File: config.mk
export PLATFORM = sky130hd
export DESIGN_NAME = rs_issue_scheduler
export DESIGN_NICKNAME = d
export VERILOG_FILES = /design/src/rtl/rs_issue_scheduler_pkg.sv /design/src/rtl/rs_issue_scheduler_picker.sv /design/src/rtl/rs_issue_scheduler.sv
export SDC_FILE = /design/constraint.sdc
export NUM_CORES = 1
export LEC_CHECK = 0
export ABC_AREA = 1
export BUFFER_PORTS_ARGS = -buffer_cell sky130_fd_sc_hd__buf_4
export CORE_MARGIN = 10
export CORE_UTILIZATION = 51
export DETAILED_ROUTE_END_ITERATION = 10
export PLACE_DENSITY = 0.7
export SYNTH_ARGS = -nofsm -noshare
export SYNTH_HDL_FRONTEND = slang
export SYNTH_SLANG_ARGS = --single-unit
File: constraint.sdc
create_clock -name clk -period 4.5 [get_ports clk]
set_input_delay 0.225 -clock clk [delete_from_list [all_inputs] [get_ports clk]]
set_output_delay 0.225 -clock clk [all_outputs]
set_load 0.01 [all_outputs]
File: src/rtl/rs_issue_scheduler_pkg.sv
// ============================================================================
// Module   : rv32i_types (package)
// Purpose  : Shared scheduler types: lane enumeration and RS sizing constants.
// Revision : 1.0 - initial release
// ============================================================================
`default_nettype none

package rv32i_types;

  // Execution lane selector; also used as the lane index inside the scheduler.
  typedef enum logic {
    lane_alu = 1'b0,
    lane_cmp = 1'b1
  } sched_lane_e;

  // Default number of reservation-station entries tracked by the scheduler.
  localparam int RS_SIZE = 8;

  // Number of execution lanes fed by the scheduler.
  localparam int SCHED_LANES = 2;

endpackage : rv32i_types

`default_nettype wire

File: src/rtl/rs_issue_scheduler_picker.sv
// ============================================================================
// Module   : oldest_picker
// Purpose  : Combinational age-matrix select. Returns the candidate that no
//            other candidate is older than; falls back to the lowest-index
//            candidate if the matrix is inconsistent.
// Revision : 1.0 - initial release
// ============================================================================
`default_nettype none

module oldest_picker
  import rv32i_types::*;
#(
  parameter int SIZE  = RS_SIZE,
  parameter int IDX_W = $clog2(SIZE)
) (
  input  logic [SIZE-1:0]            cand,
  input  logic [SIZE-1:0][SIZE-1:0]  older,
  output logic                       any,
  output logic [IDX_W-1:0]           idx
);

  logic [SIZE-1:0] win;
  logic [SIZE-1:0] pool;

  // An entry wins when it is a candidate and no other candidate is older.
  always_comb begin
    win = '0;
    for (int i = 0; i < SIZE; i++) begin
      win[i] = cand[i];
      for (int j = 0; j < SIZE; j++) begin
        if (cand[j] && older[j][i]) begin
          win[i] = 1'b0;
        end
      end
    end
  end

  // Encode the lowest-index winner; a corrupted matrix can leave no winner,
  // in which case the lowest-index candidate is used instead.
  always_comb begin
    pool = (|win) ? win : cand;
    idx  = '0;
    for (int i = SIZE - 1; i >= 0; i--) begin
      if (pool[i]) begin
        idx = IDX_W'(i);
      end
    end
  end

  assign any = |cand;

endmodule : oldest_picker

`default_nettype wire

File: src/rtl/rs_issue_scheduler.sv
// ============================================================================
// Module   : rs_issue_scheduler
// Purpose  : Oldest-first issue scheduler feeding one ALU lane and one CMP
//            lane from the reservation-station array. Keeps an age matrix of
//            RS allocations, offers the oldest ready entry per lane through a
//            registered valid/ready handshake and marks accepted entries as
//            in-flight until the RS frees the slot.
// Options  : SCHED_PERF_EN - adds perf_issued / perf_alu_stall /
//            perf_cmp_stall event counters (cleared by rst only).
// Revision : 1.0 - initial release
// ============================================================================
`default_nettype none

module rs_issue_scheduler
  import rv32i_types::*;
#(
  parameter int SIZE  = RS_SIZE,
  parameter int IDX_W = $clog2(SIZE)
) (
  input  logic              clk,
  input  logic              rst,
  input  logic              flush,
  input  logic              alloc,
  input  logic [IDX_W-1:0]  alloc_idx,
  input  logic [SIZE-1:0]   entry_valid,
  input  logic [SIZE-1:0]   entry_ready,
  input  logic [SIZE-1:0]   entry_cmp,
  output logic              alu_issue_valid,
  output logic [IDX_W-1:0]  alu_issue_idx,
  input  logic              alu_issue_ready,
  output logic              cmp_issue_valid,
  output logic [IDX_W-1:0]  cmp_issue_idx,
  input  logic              cmp_issue_ready,
  output logic [SIZE-1:0]   inflight
`ifdef SCHED_PERF_EN
  ,
  output logic [31:0]       perf_issued,
  output logic [31:0]       perf_alu_stall,
  output logic [31:0]       perf_cmp_stall
`endif
);

  localparam logic [0:0] ST_IDLE  = 1'b0;
  localparam logic [0:0] ST_OFFER = 1'b1;

  // older[i][j] = 1 when entry i was allocated before entry j.
  logic [SIZE-1:0][SIZE-1:0]         older;
  logic [SIZE-1:0][SIZE-1:0]         older_nxt;
  logic [SIZE-1:0]                   inflight_nxt;

  // Per-lane views, indexed by sched_lane_e (bit 0 = ALU, bit 1 = CMP).
  logic [SCHED_LANES-1:0]            lane_ready;
  logic [SCHED_LANES-1:0]            lane_valid;
  logic [SCHED_LANES-1:0]            lane_accept;
  logic [SCHED_LANES-1:0][IDX_W-1:0] lane_idx;

  assign lane_ready = {cmp_issue_ready, alu_issue_ready};

  // A new allocation is younger than every currently valid entry and older
  // than nothing; its row is cleared and its column marks the live entries.
  always_comb begin
    older_nxt = older;
    if (alloc) begin
      for (int j = 0; j < SIZE; j++) begin
        older_nxt[j][alloc_idx] = entry_valid[j] && (j != int'(alloc_idx));
        older_nxt[alloc_idx][j] = 1'b0;
      end
    end
  end

  // Age matrix register; reset and flush wipe all age history.
  always_ff @(posedge clk) begin
    if (rst || flush) begin
      older <= '0;
    end else begin
      older <= older_nxt;
    end
  end

  // In-flight bits drop when the RS frees a slot, are set on a lane accept,
  // and a reallocation of a slot always starts it out of flight.
  always_comb begin
    inflight_nxt = inflight & entry_valid;
    for (int l = 0; l < SCHED_LANES; l++) begin
      if (lane_accept[l]) begin
        inflight_nxt[lane_idx[l]] = 1'b1;
      end
    end
    if (alloc) begin
      inflight_nxt[alloc_idx] = 1'b0;
    end
  end

  // In-flight register; a flush discards any accept in the same cycle.
  always_ff @(posedge clk) begin
    if (rst || flush) begin
      inflight <= '0;
    end else begin
      inflight <= inflight_nxt;
    end
  end

  for (genvar g = 0; g < SCHED_LANES; g++) begin : g_lane
    logic [0:0]       state;
    logic [IDX_W-1:0] idx_q;
    logic [SIZE-1:0]  lane_sel;
    logic [SIZE-1:0]  held;
    logic [SIZE-1:0]  cand;
    logic             pick_any;
    logic [IDX_W-1:0] pick_idx;

    // entry_cmp partitions the RS between the two lanes.
    assign lane_sel = (g == int'(lane_cmp)) ? entry_cmp : ~entry_cmp;

    // The entry currently on offer must not be picked a second time.
    always_comb begin
      held = '0;
      if (state == ST_OFFER) begin
        held[idx_q] = 1'b1;
      end
    end

    assign cand = entry_valid & entry_ready & ~inflight & lane_sel & ~held;

    oldest_picker #(
      .SIZE  (SIZE),
      .IDX_W (IDX_W)
    ) u_picker (
      .cand  (cand),
      .older (older),
      .any   (pick_any),
      .idx   (pick_idx)
    );

    // An accept only counts while the offered entry is still live in the RS.
    assign lane_accept[g] = (state == ST_OFFER) && entry_valid[idx_q] && lane_ready[g];
    assign lane_valid[g]  = (state == ST_OFFER);
    assign lane_idx[g]    = idx_q;

    // Lane offer state machine: hold the offer until accepted or withdrawn,
    // and chain straight into the next pick on an accept.
    always_ff @(posedge clk) begin
      if (rst || flush) begin
        state <= ST_IDLE;
        idx_q <= '0;
      end else begin
        case (state)
          ST_IDLE: begin
            if (pick_any) begin
              state <= ST_OFFER;
              idx_q <= pick_idx;
            end
          end
          ST_OFFER: begin
            if (!entry_valid[idx_q]) begin
              state <= ST_IDLE;
            end else if (lane_ready[g]) begin
              if (pick_any) begin
                idx_q <= pick_idx;
              end else begin
                state <= ST_IDLE;
              end
            end
          end
          default: begin
            state <= ST_IDLE;
          end
        endcase
      end
    end
  end : g_lane

  assign alu_issue_valid = lane_valid[int'(lane_alu)];
  assign alu_issue_idx   = lane_idx[int'(lane_alu)];
  assign cmp_issue_valid = lane_valid[int'(lane_cmp)];
  assign cmp_issue_idx   = lane_idx[int'(lane_cmp)];

`ifdef SCHED_PERF_EN
  // Event counters survive flush and wrap naturally at 2^32.
  always_ff @(posedge clk) begin
    if (rst) begin
      perf_issued    <= '0;
      perf_alu_stall <= '0;
      perf_cmp_stall <= '0;
    end else begin
      if (!flush) begin
        perf_issued <= perf_issued + 32'(lane_accept[int'(lane_alu)])
                                   + 32'(lane_accept[int'(lane_cmp)]);
      end
      if (lane_valid[int'(lane_alu)] && !lane_ready[int'(lane_alu)]) begin
        perf_alu_stall <= perf_alu_stall + 32'd1;
      end
      if (lane_valid[int'(lane_cmp)] && !lane_ready[int'(lane_cmp)]) begin
        perf_cmp_stall <= perf_cmp_stall + 32'd1;
      end
    end
  end
`endif

endmodule : rs_issue_scheduler

`default_nettype wire
* Yosys cells after proc, flatten, opt, wreduce, memory -nomap -nowiden
Index checks and enable logic that the tools add are counted.
** Storage, ports and cells
- Output and inout port bits :: 16
- Register bits after elaboration :: 80
- Word-level logic and storage cells :: 415
- Input bits :: 33
** Operators by class
- Mux-type cells :: 201
- Eq/ne operators :: 11
- Bitwise operators :: 33
- Reduce and logical (&&, ||, !) cells :: 151
- Magnitude comparators :: 6
** Operators with widths (count)
- $and A64 B64 Y64 :: 8
- $not A64 Y64 :: 8
- $demux W8 S3 :: 8
- $logic_and A1 B1 Y1 :: 143
- $mux W1 :: 140
- $mux W3 :: 23
- $and A8 B8 Y8 :: 8
- $bwmux W8 :: 8
- $mux W8 :: 8
- $not A8 Y8 :: 5
- $reduce_or A8 Y1 :: 4
- $or A8 B8 Y8 :: 2
- $lt A3 B4 Y1 const B :: 3
- $ne A3 B3 Y1 const A :: 4
- $pmux W3 S2 :: 2
- $demux W1 S3 :: 3
- $ge A3 B1 Y1 const B :: 3
- $mux W7 :: 1
- $bmux W1 S3 :: 2
- $mux W6 :: 1
- $ne A2 B3 Y1 const A :: 2
- $mux W5 :: 1
- $mux W4 :: 1
- $ne A2 B1 Y1 const B :: 2
- other kinds (8) :: 12

* Logic depth before layout (Yosys ltp)
- Depth in word-level cells :: 30
- Mapped depth :: 22
- Depth with buffers taken out :: 22

* By module
A second synthesis with hierarchy kept.
** Unflattened totals
- Cell total of the unflattened synthesis :: 899
- Area total of the unflattened synthesis :: 5366.4 um^2
** By module, submodules not included
- rs_issue_scheduler :: area each 3857.4 um^2, cells an instance 551, times used 1, seq. area each 1601.5 um^2
- oldest_picker :: area each 754.5 um^2, cells an instance 174, times used 2, seq. area each 0.0 um^2

* Least setup slack after synthesis
Ideal clock, no wire load.
- Kind :: reg2reg
- Start :: register g_lane[0].idx_q[1] (netlist: alu_issue_idx[1])
- End :: register g_lane[0].idx_q[0] (netlist: alu_issue_idx[0])
- Cell stages (with the launch flop) :: 20
- Slack :: 2.528 ns
- Clock period less this slack :: 1.972 ns
- Path buffers :: 1
- Data required time :: 4.432 ns
- Data arrival time :: 1.904 ns
- Library setup time :: 0.068 ns
- Path through :: dfxtp_1 > buf_6 > inv_4 > nand4_4 > nand2_4 > o21ai_0 > nor2_1 > nand2_2 > nand2_2 > nor2_4 > nand2_2 > o21ai_1 > inv_1 > nand2_1 > nand2_1 > nand2_1 > nand2_1 > nand2_1 > nand2_1 > a21oi_2
** Between the ends
- Word-level cells in the longest chain between the ends :: 30
- Elaborated cells on any way between the ends :: 155
- Those cells by class :: order compare (2); eq/ne (1); mux (82); bitwise (2); reduce/logical (68)
** RTL lines
- from (decl) :: RTL line rs_issue_scheduler.sv:105 : logic [IDX_W-1:0] idx_q;
- from (signal assigned) :: RTL line rs_issue_scheduler.sv:151 : idx_q <= pick_idx;
- from (signal assigned) :: RTL line rs_issue_scheduler.sv:159 : idx_q <= pick_idx;
- $lt A3 B4 Y1 (implied by the code) / $ge A3 B1 Y1 (equally long branches) :: RTL line rs_issue_scheduler.sv:119 : held[idx_q] = 1'b1;
- $logic_and A1 B1 Y1 (implied by the code) :: RTL line rs_issue_scheduler.sv:119
- $mux W1 (implied by the code) :: RTL line rs_issue_scheduler.sv:119
- $demux W1 S3 :: RTL line rs_issue_scheduler.sv:119
- $mux W8 :: RTL line rs_issue_scheduler.sv:118 : if (state == ST_OFFER) begin
- $not A8 Y8 :: RTL line rs_issue_scheduler.sv:123 : assign cand = entry_valid & entry_ready & ~inflight & lane_sel & ~held;
- $and A8 B8 Y8 :: RTL line rs_issue_scheduler.sv:123
- $logic_and A1 B1 Y1 :: RTL line rs_issue_scheduler_picker.sv:31 : if (cand[j] && older[j][i]) begin
- $mux W1 (8 in a row) :: RTL line rs_issue_scheduler_picker.sv:31
- $reduce_or A8 Y1 :: RTL line rs_issue_scheduler_picker.sv:41 : pool = (|win) ? win : cand;
- $mux W8 :: RTL line rs_issue_scheduler_picker.sv:41
- $mux W3 (8 in a row) :: RTL line rs_issue_scheduler_picker.sv:44 : if (pool[i]) begin
- $mux W3 :: RTL line rs_issue_scheduler.sv:149, rs_issue_scheduler.sv:158
- $mux W3 :: RTL line rs_issue_scheduler.sv:157 : end else if (lane_ready[g]) begin
- $mux W3 :: RTL line rs_issue_scheduler.sv:155 : if (!entry_valid[idx_q]) begin
- $pmux W3 S2 :: RTL line rs_issue_scheduler.sv:147 : case (state)
Several ways; a longest one is shown, not always the timed one. The select of a mux whose other input is x is not followed.
A chain may end at the register's enable or synchronous reset.

* Worst setup path after layout
- Start :: register g_lane[1].idx_q[1] (netlist: cmp_issue_idx[1])
- End :: register g_lane[1].idx_q[0] (netlist: cmp_issue_idx[0])
** Between the ends
- Word-level cells in the longest chain between the ends :: 30
- Elaborated cells on any way between the ends :: 155
- Those cells by class :: order compare (2); eq/ne (1); mux (82); bitwise (2); reduce/logical (68)
** RTL lines (RTL line)
- from (decl) :: rs_issue_scheduler.sv:105
- from (signal assigned) :: rs_issue_scheduler.sv:151
- from (signal assigned) :: rs_issue_scheduler.sv:159
- $lt A3 B4 Y1 (implied by the code) / $ge A3 B1 Y1 (equally long branches) :: rs_issue_scheduler.sv:119
- $logic_and A1 B1 Y1 (implied by the code) :: rs_issue_scheduler.sv:119
- $mux W1 (implied by the code) :: rs_issue_scheduler.sv:119
- $demux W1 S3 :: rs_issue_scheduler.sv:119
- $mux W8 :: rs_issue_scheduler.sv:118
- $not A8 Y8 :: rs_issue_scheduler.sv:123
- $and A8 B8 Y8 :: rs_issue_scheduler.sv:123
- $logic_and A1 B1 Y1 :: rs_issue_scheduler_picker.sv:31
- $mux W1 (8 in a row) :: rs_issue_scheduler_picker.sv:31
- $reduce_or A8 Y1 :: rs_issue_scheduler_picker.sv:41
- $mux W8 :: rs_issue_scheduler_picker.sv:41
- $mux W3 (8 in a row) :: rs_issue_scheduler_picker.sv:44
- $mux W3 :: rs_issue_scheduler.sv:149, rs_issue_scheduler.sv:158
- $mux W3 :: rs_issue_scheduler.sv:157
- $mux W3 :: rs_issue_scheduler.sv:155
- $pmux W3 S2 :: rs_issue_scheduler.sv:147
Several ways; a longest one is shown, not always the timed one. The select of a mux whose other input is x is not followed.

==> flow_summary.toml <==
[logic_synthesis]
yosysUniqueCellTypes = 41
synth.area.top_cells = "dfxtp_1, nand2_1, nand3_1"
yosysWarningCount = 0
synth_nets = 870
ys_ff_latch = 80
ys_seq_area_share_pct = 29.1
postSynthCellCount = 837
yosys.area.top_type_share_pct = 29.1
syn-cell-area_um2 = 5500
syn-mean-instance-area_um2 = 6.57
synth_top_cell_by_area = "dfxtp_1"

[worst_setup_path]
worstPathMaxFanout = 12
critPathLaunchType = "flop"
worstPathArrival_ns = 3.22
cp-startpoint = "cmp_issue_idx[1]"
crit_path_cell_trace = "nor2_1, nand3_2, nand3_1, o21ai_1, nor2_1, nand2_1, nand2_1, nor2_2, nand2_2, o21ai_1, inv_1, nand2_1, nand2_1, nand2_1, nand2_1, nand2_1, nand2_1, a21oi_2"
critPathSlowestCell = "dfxtp_1"
crit_top_cell = "nand2_1"
worstReg2RegStart = "cmp_issue_idx[1]"
cp.required_ns = 4.82
reg2reg_depth = 18
setup.worst_path.end = "cmp_issue_idx[0]"
rr_endpoint = "cmp_issue_idx[0]"
slowest_delay_ns = 0.77
r2r_slack_ns = 1.60
critPathKind = "flop to flop"
crit_path_end_kind = "flop"

[clocking]
clockBufferDepth = 2
numCtsBuffers = 9
cts_resized = 0
root_buffer = "clkbuf_8"
clock_sinks = 80
clk_latency_ns = 0.39
cts_tree = "yes"
cts_max_level = 3
post_cts_buffers = 0
path_clk_slew_ns = 0.09
ctsHoldBuffers = 0

[sta]
rsz0062_at_grt = "no"
hold_ws_ns = 0.113
fin_crit_sh_pct = 64.4
finalCriticalPeriod_ns = 2.90
max_clock_freq_ghz = 0.345
hold_viol_final = 0
tightest_slew_ns = 1.05
totalNegativeSetupSlack_ns = 0
setup_viol = 0
timing.final.ws_setup_ns = 1.60
drv_slew = 0
slew_headroom_pct = 30.1
finClkSkew_ns = 0.0129

[die]
die_h_um = 124
io_pins = 49
initial_core_util_pct = 52.8
core_um2 = 10400
die_area_um2 = 15300
die_x_um = 124
num_rows = 37

[global_routing]
grt_pass1_vias = 5828
grt_first_pass_wirelength_mm = 35.4
grt_use_total_pct = 31.3
antenna_found_initial = 0
grt_max_degree = 56
grt_overflow = 0

[pwr]
p_int_mw = 1.15
ir_drop_uv = 236
p_sw_share_pct = 31.9
cellPowerDensity_nw_per_um2 = 276
seqPwrFrac_pct = 44.4
p_comb_share_pct = 17.6
total_power_mw = 1.69
leakage_nw = 2.49
switching_power_mw = 0.539
clock_power_share_pct = 38.0

[detailed_routing]
vias = 6323
remaining_drc_errors = 0
drt_first_pass_iters = 6
antenna_left = 0
wirelength_mm = 23.5
wl_per_cell_um = 23.2
avgViaCountPerCell = 6.23
drtIter0Drc = 942

[placement]
io_buffers = 48
pre_cts_ws_ns = 1.78
gp_congestion = 1.13
dp_hpwl_mm = 18.2

[outcome]
status = "completed"

[cells_and_area]
fillers = 1035
layout.nets = 907
diodes = 0
drive_above_1_share_pct = 15.1
syn2layout_area_growth_pct = 11.5

[run]
cap_violations = 0

[worst_hold_path]
hold_class = "input pin to flop"
-- worst min-delay path by stage --
stage | depth (start not counted) | to | startpoint | slack (ns)
2_1_floorplan | 2 | older[41] | entry_valid[5] | 0.37
3_3_place_gp | 2 | older[27] | older[27] | 0.45
3_5_place_dp | 2 | older[9] | older[9] | 0.45
4_1_cts | 3 | cmp_issue_valid | cmp_issue_ready | 0.12
5_1_grt | 3 | cmp_issue_valid | cmp_issue_ready | 0.13
6_report | 3 | cmp_issue_valid | cmp_issue_ready | 0.11
-- worst max-delay path: cells and delay by family, from the launching register on --
family	cells	cell delay [ns]
flip-flops	1	0.77
AND/OR/NAND/NOR	14	1.58
AO/OA/AOI/OAI	3	0.40
buffers and inverters	1	0.07
-- cells in the mapped netlist, drive strengths merged --
library cell,instances
clkbuf,12
nor2,116
nor4,1
nand3b,2
o21ai,41
a211oi,6
a31oi,1
nand3,151
dfxtp,80
o22ai,5
o211ai,2
a22oi,5
or2,1
o21a,3
nand2,202
a21oi,63
a221oi,2
inv,92
or3,1
clkinv,4
buf,13
o221ai,10
nand4,20
nor3b,1
nor3,3
-- final cells by class --
type	instances	area, um^2	area share (%)
inverters	96	370	6.04
multi-input cells	636	3370	55.0
well taps	136	170	2.78
flip-flops and latches	80	1600	26.1
clock buffers	12	155	2.53
repair buffers	51	383	6.25
clock inverters	4	76.3	1.25
-- logic make-up (layout without fill, tap and decap cells) --
group	count (synthesis)	in the layout	share of synthesized area, %
buffers and inverters	121	163	9.49
AOI/OAI and AO/OA	138	138	14.4
and+or+nand+nor	498	498	47.0
DFF	80	80	29.1
-- power groups by stage --
stage	sequential [mW]	clock (mW)	combinational [mW]
floorplan	0.742	0	0.208
global placement	0.765	0	0.281
detailed placement	0.766	0	0.287
CTS	0.749	0.638	0.287
global route	0.752	0.668	0.319
finish	0.750	0.642	0.297
-- per-layer routing --
| metal | GRT usage [%] | wire length, um | vias to the layer above |
|---|---|---|---|
| met2 | 48.8 | 10500 | 414 |
| met1 | 39.6 | 9150 | 2937 |
| met4 | 16.7 | 1300 | 0 |
| met5 | 0 | 0 | - |
| li1 | - | - | 2875 |
| met3 | 6.92 | 2590 | 97 |
-- stage by stage --
| stage | cell area [um^2] | utilization (%) | std cells |
|---|---|---|---|
| 2_1_floorplan | 5500 | - | 837 |
| 3_3_place_gp | 5900 | 56.6 | 999 |
| 3_5_place_dp | 5900 | 56.6 | 999 |
| 4_1_cts | 6130 | 58.8 | 1015 |
| 5_1_grt | 6130 | 58.8 | 1015 |
| 6_report | 6130 | 58.8 | 1015 |
-- state kept, by name (all words and copies together), names as in the netlist --
| name | count |
|---|---|
| older | 64 |
| inflight | 8 |
| alu_issue_idx | 3 |
| cmp_issue_idx | 3 |
| alu_issue_valid | 1 |
| cmp_issue_valid | 1 |
-- cell usage in the layout, fill, tap and decap left out, drive strengths merged --
master    netlist  final
clkinvlp        0      1
nand2         202    202
o21ai          41     41
clkinv          4      5
o22ai           5      5
nor4            1      1
a211oi          6      6
a22oi           5      5
a221oi          2      2
clkbuf         12     12
nand3         151    151
dfxtp          80     80
nand3b          2      2
o221ai         10     10
or3             1      1
buf            13     51
a31oi           1      1
o211ai          2      2
nand4          20     20
nor2          116    116
inv            92     92
bufinv          0      2
or2             1      1
a21oi          63     63
nor3b           1      1
nor3            3      3
o21a            3      3
Power figures use the tool's default switching activity.
